File: src/rtl/writeback_stage_pkg.sv
// Shared core constants: datapath width, opcodes, writeback source selects,
// and the writeback sequencer state encoding.
package writeback_stage_pkg;

  localparam int unsigned CORE_DW = 16;

  // Opcode field inst[15:12]
  localparam logic [3:0] OP_ADD = 4'b0000;
  localparam logic [3:0] OP_ADI = 4'b0001;
  localparam logic [3:0] OP_LHI = 4'b0011;
  localparam logic [3:0] OP_LW  = 4'b0100;
  localparam logic [3:0] OP_SW  = 4'b0101;
  localparam logic [3:0] OP_LM  = 4'b0110;
  localparam logic [3:0] OP_SM  = 4'b0111;

  // Writeback data source
  localparam logic [1:0] WB_SEL_ALU = 2'b00;
  localparam logic [1:0] WB_SEL_MEM = 2'b01;
  localparam logic [1:0] WB_SEL_PC1 = 2'b10;
  localparam logic [1:0] WB_SEL_IMM = 2'b11;

  // Sequencer states
  localparam logic [0:0] ST_IDLE     = 1'b0;
  localparam logic [0:0] ST_LM_BURST = 1'b1;

endpackage

File: src/rtl/lm_priority_enc.sv
// Lowest-set-bit encoder for 8-bit register masks (LM/SM sequencing).
module lm_priority_enc (
  input  logic [7:0] mask,
  output logic [2:0] idx,
  output logic       any_set
);

  // Scan from the top so the lowest set bit is the last one to win
  always_comb begin
    idx = 3'd0;
    for (int i = 7; i >= 0; i--) begin
      if (mask[i]) idx = 3'(i);
    end
  end

  assign any_set = |mask;

endmodule

File: src/rtl/writeback_stage.sv
// Final pipeline stage: registers memory-stage results, drives the register
// file write port and R7 (PC) update, sequences LM bursts, publishes a
// forwarding tap and counts retired instructions.
module writeback_stage
  import writeback_stage_pkg::*;
#(
  parameter int unsigned DW        = CORE_DW,
  parameter logic [3:0]  LM_OPCODE = OP_LM
) (
  input  logic          clk,
  input  logic          rst_n,
  input  logic          in_valid,
  output logic          in_ready,
  input  logic          lm_beat_in,
  input  logic          flush_in,
  input  logic [15:0]   inst_word_in,
  input  logic [DW-1:0] pc_in,
  input  logic [DW-1:0] alu_result_in,
  input  logic [DW-1:0] mem_data_in,
  input  logic [2:0]    dest_addr_in,
  input  logic [1:0]    wb_sel_in,
  input  logic          reg_write_in,
  output logic [2:0]    rf_a3,
  output logic [DW-1:0] d_in3_wb,
  output logic          reg_write,
  output logic          R7_write,
  output logic [DW-1:0] d_R7,
  output logic          fwd_valid,
  output logic [2:0]    fwd_addr,
  output logic [DW-1:0] fwd_data,
  output logic [15:0]   retire_count
);

  logic [0:0]    state_q, state_d;
  logic [7:0]    mask_q, mask_d;
  logic [DW-1:0] pc_q, pc_d;
  logic          r7_loaded_q, r7_loaded_d;
  logic          ready_q;
  logic [2:0]    rf_a3_q, rf_a3_d;
  logic [DW-1:0] wdata_q, wdata_d;
  logic          reg_write_q, reg_write_d;
  logic          r7_write_q, r7_write_d;
  logic [DW-1:0] d_r7_q, d_r7_d;
  logic [15:0]   retire_q, retire_d;

  logic [2:0]    lowest_idx;
  logic          mask_any;
  logic [7:0]    lowest_onehot;
  logic          accept;
  logic          is_lm;
  logic [DW-1:0] sel_data;
  logic          unused_inst;

  assign unused_inst = ^inst_word_in[11:9];

  lm_priority_enc u_lm_enc (
    .mask    (mask_q),
    .idx     (lowest_idx),
    .any_set (mask_any)
  );

  assign lowest_onehot = 8'b1 << lowest_idx;
  assign is_lm         = (inst_word_in[15:12] == LM_OPCODE);

  // Burst with an empty mask is the retire cycle, so nothing is accepted then
  assign in_ready = ready_q & ((state_q == ST_IDLE) | (lm_beat_in & mask_any));
  assign accept   = in_valid & in_ready;

  // Writeback source mux
  always_comb begin
    unique case (wb_sel_in)
      WB_SEL_ALU: sel_data = alu_result_in;
      WB_SEL_MEM: sel_data = mem_data_in;
      WB_SEL_PC1: sel_data = pc_in + DW'(1);
      default:    sel_data = DW'({inst_word_in[8:0], 7'b0});
    endcase
  end

  // Next-state: flush dominates, then IDLE accept, then LM beat/retire
  always_comb begin
    state_d     = state_q;
    mask_d      = mask_q;
    pc_d        = pc_q;
    r7_loaded_d = r7_loaded_q;
    rf_a3_d     = rf_a3_q;
    wdata_d     = wdata_q;
    reg_write_d = 1'b0;
    r7_write_d  = 1'b0;
    d_r7_d      = d_r7_q;
    retire_d    = retire_q;

    if (flush_in) begin
      state_d     = ST_IDLE;
      mask_d      = 8'h00;
      r7_loaded_d = 1'b0;
    end else if (state_q == ST_IDLE) begin
      // Stray LM beats in IDLE are accepted and dropped
      if (accept && !lm_beat_in) begin
        if (is_lm) begin
          pc_d        = pc_in;
          r7_loaded_d = 1'b0;
          if (inst_word_in[7:0] == 8'h00) begin
            r7_write_d = 1'b1;
            d_r7_d     = pc_in + DW'(1);
            retire_d   = retire_q + 16'd1;
          end else begin
            mask_d  = inst_word_in[7:0];
            state_d = ST_LM_BURST;
          end
        end else begin
          if (reg_write_in && dest_addr_in != 3'd7) begin
            reg_write_d = 1'b1;
            rf_a3_d     = dest_addr_in;
            wdata_d     = sel_data;
          end
          r7_write_d = 1'b1;
          d_r7_d     = (reg_write_in && dest_addr_in == 3'd7) ? sel_data : pc_in + DW'(1);
          retire_d   = retire_q + 16'd1;
        end
      end
    end else begin
      if (!mask_any) begin
        // Mask drained on the previous beat: retire the LM
        state_d     = ST_IDLE;
        r7_loaded_d = 1'b0;
        retire_d    = retire_q + 16'd1;
        if (!r7_loaded_q) begin
          r7_write_d = 1'b1;
          d_r7_d     = pc_q + DW'(1);
        end
      end else if (accept) begin
        mask_d = mask_q & ~lowest_onehot;
        if (lowest_idx == 3'd7) begin
          r7_write_d  = 1'b1;
          d_r7_d      = mem_data_in;
          r7_loaded_d = 1'b1;
        end else begin
          reg_write_d = 1'b1;
          rf_a3_d     = lowest_idx;
          wdata_d     = mem_data_in;
        end
      end
    end
  end

  // State and registered write-port outputs
  always_ff @(posedge clk or negedge rst_n) begin
    if (!rst_n) begin
      state_q     <= ST_IDLE;
      mask_q      <= 8'h00;
      pc_q        <= '0;
      r7_loaded_q <= 1'b0;
      ready_q     <= 1'b0;
      rf_a3_q     <= 3'd0;
      wdata_q     <= '0;
      reg_write_q <= 1'b0;
      r7_write_q  <= 1'b0;
      d_r7_q      <= '0;
      retire_q    <= 16'd0;
    end else begin
      state_q     <= state_d;
      mask_q      <= mask_d;
      pc_q        <= pc_d;
      r7_loaded_q <= r7_loaded_d;
      ready_q     <= 1'b1;
      rf_a3_q     <= rf_a3_d;
      wdata_q     <= wdata_d;
      reg_write_q <= reg_write_d;
      r7_write_q  <= r7_write_d;
      d_r7_q      <= d_r7_d;
      retire_q    <= retire_d;
    end
  end

  assign rf_a3        = rf_a3_q;
  assign d_in3_wb     = wdata_q;
  assign reg_write    = reg_write_q;
  assign R7_write     = r7_write_q;
  assign d_R7         = d_r7_q;
  assign retire_count = retire_q;

  // Forwarding tap: an R7 write takes the tap when present
  assign fwd_valid = reg_write_q | r7_write_q;
  assign fwd_addr  = r7_write_q ? 3'd7 : rf_a3_q;
  assign fwd_data  = r7_write_q ? d_r7_q : wdata_q;

endmodule

File: config.mk
export PLATFORM = sky130hd
export DESIGN_NAME = writeback_stage
export DESIGN_NICKNAME = d
export VERILOG_FILES = /design/src/rtl/writeback_stage_pkg.sv /design/src/rtl/lm_priority_enc.sv /design/src/rtl/writeback_stage.sv
export SDC_FILE = /design/constraint.sdc
export NUM_CORES = 1
export LEC_CHECK = 0
export CORE_UTILIZATION = 30
export CTS_CLUSTER_SIZE = 12
export DETAILED_ROUTE_END_ITERATION = 6
export PLACE_DENSITY = 0.53
export REMOVE_ABC_BUFFERS = 1
export SLEW_MARGIN = 20
export SYNTH_ARGS = -nofsm -noshare
export SYNTH_HDL_FRONTEND = slang
export SYNTH_SLANG_ARGS = --single-unit
File: constraint.sdc
create_clock -name clk -period 2.6 [get_ports clk]
set_input_delay 0.39 -clock clk [delete_from_list [all_inputs] [get_ports clk]]
set_output_delay 0.39 -clock clk [all_outputs]
set_load 0.01 [all_outputs]
; Yosys cells after proc, flatten, opt, wreduce, memory -nomap -nowiden
; Cells that the tools add are included.
[op_classes]
n_addsub = 3
mul = 0
div = 0
magnitude_cmp = 0
n_eq_ne = 20
n_shift = 1
mux = 76
bitwise_logic = 9
n_reduce_logical = 17
[ops]
columns = op, n
row1 = $mux W16, 22
row2 = $mux W8, 7
row3 = $add A16 B1 Y16 const B, 3
row4 = $mux W3, 16
row5 = $pmux W16 S3, 1
row6 = $mux W1, 30
row7 = $ne A3 B2 Y1 const B, 6
row8 = $reduce_and A4 Y1, 3
row9 = $and A8 B8 Y8, 1
row10 = $logic_not A8 Y1, 1
row11 = $ne A4 B3 Y1 const B, 2
row12 = $not A8 Y8, 1
row13 = $reduce_or A8 Y1, 1
row14 = $shl A1 B3 Y8 const A, 1
row15 = $reduce_and A7 Y1, 1
row16 = $eq A3 B3 Y1 const B, 2
row17 = $ne A2 B2 Y1 const B, 3
row18 = $ne A3 B3 Y1 const B, 2
row19 = $reduce_and A6 Y1, 1
row20 = $reduce_bool A3 Y1, 2
row21 = $reduce_and A5 Y1, 1
row22 = $eq A4 B3 Y1 const B, 1
row23 = $ne A2 B1 Y1 const B, 2
row24 = $reduce_bool A2 Y1, 2
row25 = other kinds (8), 14
[word_totals]
reg_bits = 80
latch_bits = 0
ramBits = 0
mem_bits_ro = 0
in_bits = 75
out_inout_bits = 74
wordCells = 137
memories = 0

; Depth between registers and ports, before layout
[depth]
word_depth = 15
mapped_depth = 8
depth_no_buf = 6

; Cells and area by module
; A second synthesis with hierarchy kept.
[hier_totals]
hier_cells = 575
hier_area_um2 = 5210.0
[modules_own_cells]
columns = module, instances, cells_each, area_per_inst_um2, seq_area_each_um2
row1 = writeback_stage, 1, 562, 5128.7, 2001.9
row2 = lm_priority_enc, 1, 13, 81.3, 0.0

; Least setup slack after synthesis
; Ideal clock, no wire load.
[synth_path]
kind = register to register
start = reg mask_q[2]
end = reg d_r7_q[15] (netlist: d_R7[15])
setup_ns = 0.120
arrival_ns = 1.863
t_required_ns = 2.480
slack_ns = 0.617
path_stages_with_launch = 7
n_path_buf = 1
synth_period_minus_slack_ns = 1.983
path_cell_list = dfrtp_1 or4_1 buf_2 or3_1 mux2i_1 o221ai_1 a31o_1
[synth_via]
elab_chain_cells = 8
word_cells_on_any_way = 17
classes_between = eq/ne (4) / mux (5) / bitwise (4) / reduce/logical (4)
[synth_rtl]
columns = item, line_no
row1 = start: declaration, writeback_stage.sv:35  ; logic [7:0] mask_q, mask_d;
row2 = start signal: assignment, writeback_stage.sv:162  ; mask_q <= mask_d;
row3 = $reduce_or A8 Y1, lm_priority_enc.sv:16  ; assign any_set = |mask;
row4 = $and A1 B1 Y1, writeback_stage.sv:66  ; assign in_ready = ready_q & ((state_q == ST_IDLE) | (lm_beat_in & mask_any));
row5 = $or A1 B1 Y1, writeback_stage.sv:66
row6 = $and A1 B1 Y1, writeback_stage.sv:66
row7 = $and A1 B1 Y1, writeback_stage.sv:67  ; assign accept = in_valid & in_ready;
row8 = $logic_and A1 B1 Y1, writeback_stage.sv:98  ; if (accept && !lm_beat_in) begin
row9 = $reduce_bool A2 Y1 (no source line), n/a
row10 = $reduce_and A6 Y1 (no source line), n/a
row11 = end signal: assignment, writeback_stage.sv:170  ; d_r7_q <= d_r7_d;
row12 = end: declaration, writeback_stage.sv:43  ; logic [DW-1:0] d_r7_q, d_r7_d;
; Several ways; a longest one is shown, not always the timed one.
; A chain may end at the register's enable or synchronous reset.

; Worst setup path in the final report
[layout_path]
start = reg mask_q[3]
end = out in_ready
[layout_via]
elab_chain_cells = 4
[layout_rtl]
columns = item, line_no
row1 = $reduce_or A8 Y1, lm_priority_enc.sv:16
row2 = $and A1 B1 Y1, writeback_stage.sv:66
row3 = $or A1 B1 Y1, writeback_stage.sv:66
row4 = $and A1 B1 Y1, writeback_stage.sv:66
row5 = end: declaration, writeback_stage.sv:13  ; output logic in_ready,
; Every way passes these cells.

==> flow_summary.json <==
{
  "status": "finished with violations",
  "violations": "negative hold slack",
  "clock_path_buffers": 2,
  "instances_no_fill": 1044,
  "pwr-share-seq_pct": 37.0,
  "worst-slew-pin-transition_ps": 576,
  "root_buffer": "clkbuf_16",
  "syn_area_per_cell_um2": 8.76,
  "synthArstFlopShare_pct": 100,
  "synth_top_area_share_pct": 36.3,
  "finalHoldViolCount": 1,
  "finalClockSkew_ps": 6.14,
  "cts_tree": "yes",
  "grt_pass1_wl_um": 31300,
  "synth-seq-cells": 80,
  "grt_max_degree": 48,
  "fillers": 1743,
  "setup_viol": 0,
  "die_x_um": 137,
  "critPathLaunchType": "register",
  "cp.required_ps": 2210,
  "path_class": "register to output port",
  "worstHoldPathType": "input port to asynchronous set/reset pin",
  "synth_flop_cell": "dfrtp_1",
  "synthTopCellsByArea": "dfrtp_1 (36%), nand2_1 (5.2%), mux2_2 (4.9%)",
  "crit_chain": "nor4_4, nand2_1, nand2_1, a21boi_0, clkdlybuf4s50_1",
  "fin_area_um2": 7860,
  "rsz0062_at_grt": "no",
  "layout-drive-gt1-share_pct": 15.5,
  "vias_per_cell": 5.40,
  "power_leakage_uw": 0.00325,
  "diodes": 0,
  "h-tree-depth": 3,
  "ys_seq_area_share_pct": 36.3,
  "max_stage_delay_ps": 500,
  "dpl_cell_area_um2": 7570,
  "syn-cell-area_um2": 5510,
  "syn_to_final_growth_pct": 42.7,
  "wire_per_inst_um": 19.8,
  "dp_hpwl_um": 15900,
  "final_util_pct": 43.8,
  "syn_inst": 629,
  "num_vias": 5641,
  "drcViolationCount": 0,
  "synth_edf_count": 0,
  "start_util_pct": 30.7,
  "drt_iter0_drc": 409,
  "p_sw_share_pct": 30.6,
  "insertion_delay_ps": 340,
  "num-nets-final": 889,
  "firstDrtPassIters": 5,
  "fmaxAchievable_mhz": 418,
  "first_global_vias": 5394,
  "fin_hold_ws_ps": -0.136,
  "synth_warnings": 0,
  "synth_cell_types": 77,
  "arrival_ps": 2000,
  "cts_buffers": 9,
  "power_frac_comb_pct": 34.3,
  "cts_setup_buffers": 0,
  "core_area_um2": 18000,
  "globalplace.congestion": 0.917,
  "cp_slowest_cell": "clkdlybuf4s50_1",
  "finalPower_uw": 4420,
  "grt_antenna_before_repair": 0,
  "maxCapViolCount": 0,
  "core.rowCount": 49,
  "p_clk_share_pct": 28.7,
  "holdBufCountCts": 0,
  "ant_nets": 0,
  "ir_drop_uv": 429,
  "fin_crit_ps": 2390,
  "power.density_nw_per_um2": 563,
  "grt-ovfl-total": 0,
  "grtUsageTotal_pct": 22.5,
  "finalMaxSlewViolations": 0,
  "wirelength_um": 20700,
  "finalCritPeriodShare_pct": 92.0,
  "intPower_uw": 3070,
  "worstSetupEndpointType": "output port",
  "clk_pin_slew_worst_paths_ps": 60,
  "dpl.cell_count": 1029,
  "path_max_fanout": 6,
  "die_h_um": 137,
  "clock_sinks": 80,
  "portBuffers": 145,
  "switchingPower_uw": 1350,
  "cpMostUsedCell": "nand2_1",
  "synth.largest_area_cell": "dfrtp_1",
  "cts-resized-gates": 0,
  "die_area_um2": 18900,
  "slew-limit-headroom_pct": 61.5,
  "io_pins": 149
}
## registers in the layout, indices dropped and copies added (netlist names)
signal,cells
mask_q,8
d_R7,16
reg_write,1
pc_q,16
retire_count,16
r7_loaded_q,1
ready_q,1
d_in3_wb,16
state_q,1
rf_a3,3
R7_write,1
## cell usage after synthesis (all sizes together), types with 16 or more instances
library cell,count
dfrtp,80
nand2,77
nor2,44
a21oi,31
o21ai,30
clkbuf,29
mux2,27
nand3,22
xor2,20
inv,19
a31oi,16
mux2i,16
## routing by layer
metal  GRT usage, %  vias to the layer above  wire length, um
li1               -                     2685                -
met1           31.8                     2722             9720
met2           34.3                      213             9170
met3           3.86                       21             1420
met4           7.51                        0              375
met5              0                        -                0
## power groups by stage
stage               sequential, uW  combinational (uW)  clock [uW]
CTS                           1640                1530        1300
detailed placement            1660                1520           0
global placement              1640                1520           0
global route                  1670                1650        1350
floorplan                     1700                 525           0
finish                        1640                1520        1270
## final cells by class
cell class              count  area (um^2)  area share [%]
repair buffers            213         2000            25.4
multi-input cells         487         3210            40.8
flip-flops and latches     80         2000            25.5
clock buffers              11          243            3.09
clock inverters             4         45.0           0.573
inverters                  20         80.1            1.02
well taps                 229          287            3.64
## critical path, delay by kind of cell (launching register included)
kind,cells,cell delay [ps]
simple gates,3,610
buf+inv,1,500
flops,1,460
compound gates,1,80
## metrics by stage
| stage | hold slack, ps | setup slack, ps | setup TNS [ps] |
|---|---|---|---|
| after CTS | 19.7 | 177 | 0 |
| after global routing | 40.6 | 87.9 | 0 |
| after global placement | 378 | 75.9 | 0 |
| after floorplan | 94.4 | -505 | -6780 |
| after detailed placement | 386 | 41.2 | 0 |
| final | -0.136 | 208 | 0 |
## cell families (layout without fill, tap and decap cells)
logic type / after synthesis / after routing / share of synthesized area, %
DFF: 80 / 80 / 36.3
other: 1 / 1 / 0.0681
AOI/OAI and AO/OA: 179 / 179 / 22.5
adders and majority gates: 3 / 3 / 0.682
buffers and inverters: 62 / 248 / 5.52
xor gates and xnor gates: 35 / 35 / 5.57
muxes: 43 / 43 / 8.43
and+or+nand+nor: 226 / 226 / 20.9
## worst paths after layout
kind | cells past startpoint | slack [ps] | start | to
hold / removal | 1 | -0.1 | rst_n | d_in3_wb[0]$_DFFE_PN0P_
max in group asynchronous | 2 | 1960 | rst_n | d_R7[14]$_DFFE_PN0P_
min in group clk | 1 | 480 | retire_count[15]$_DFFE_PN0P_ | retire_count[15]$_DFFE_PN0P_
hold reg to reg | 1 | 480 | retire_count[15]$_DFFE_PN0P_ | retire_count[15]$_DFFE_PN0P_
setup reg to reg | 5 | 310 | mask_q[5]$_DFFE_PN0P_ | d_R7[15]$_DFFE_PN0P_
setup / recovery | 5 | 210 | mask_q[3]$_DFFE_PN0P_ | in_ready
## layout by cell type, fill, tap and decap left out, types with 6 or more instances in the layout
cell	count
clkdlybuf4s50_1	144
dfrtp_1	80
nand2_1	77
buf_4	66
nor2_1	41
a21oi_1	31
mux2_2	24
nand3_1	21
xor2_1	20
inv_1	19
o21ai_0	19
a31oi_1	16
mux2i_1	16
xnor2_1	15
a211oi_1	15
nor3_1	12
o21ai_1	11
nor4_1	10
nand4_1	10
o211ai_1	9
clkbuf_16	9
or4_1	8
or2_2	7
o21a_1	7
nand2b_1	6
and3_1	6
o221ai_1	6
a22o_1	6
No activity file was read; power rests on OpenSTA's default activity.
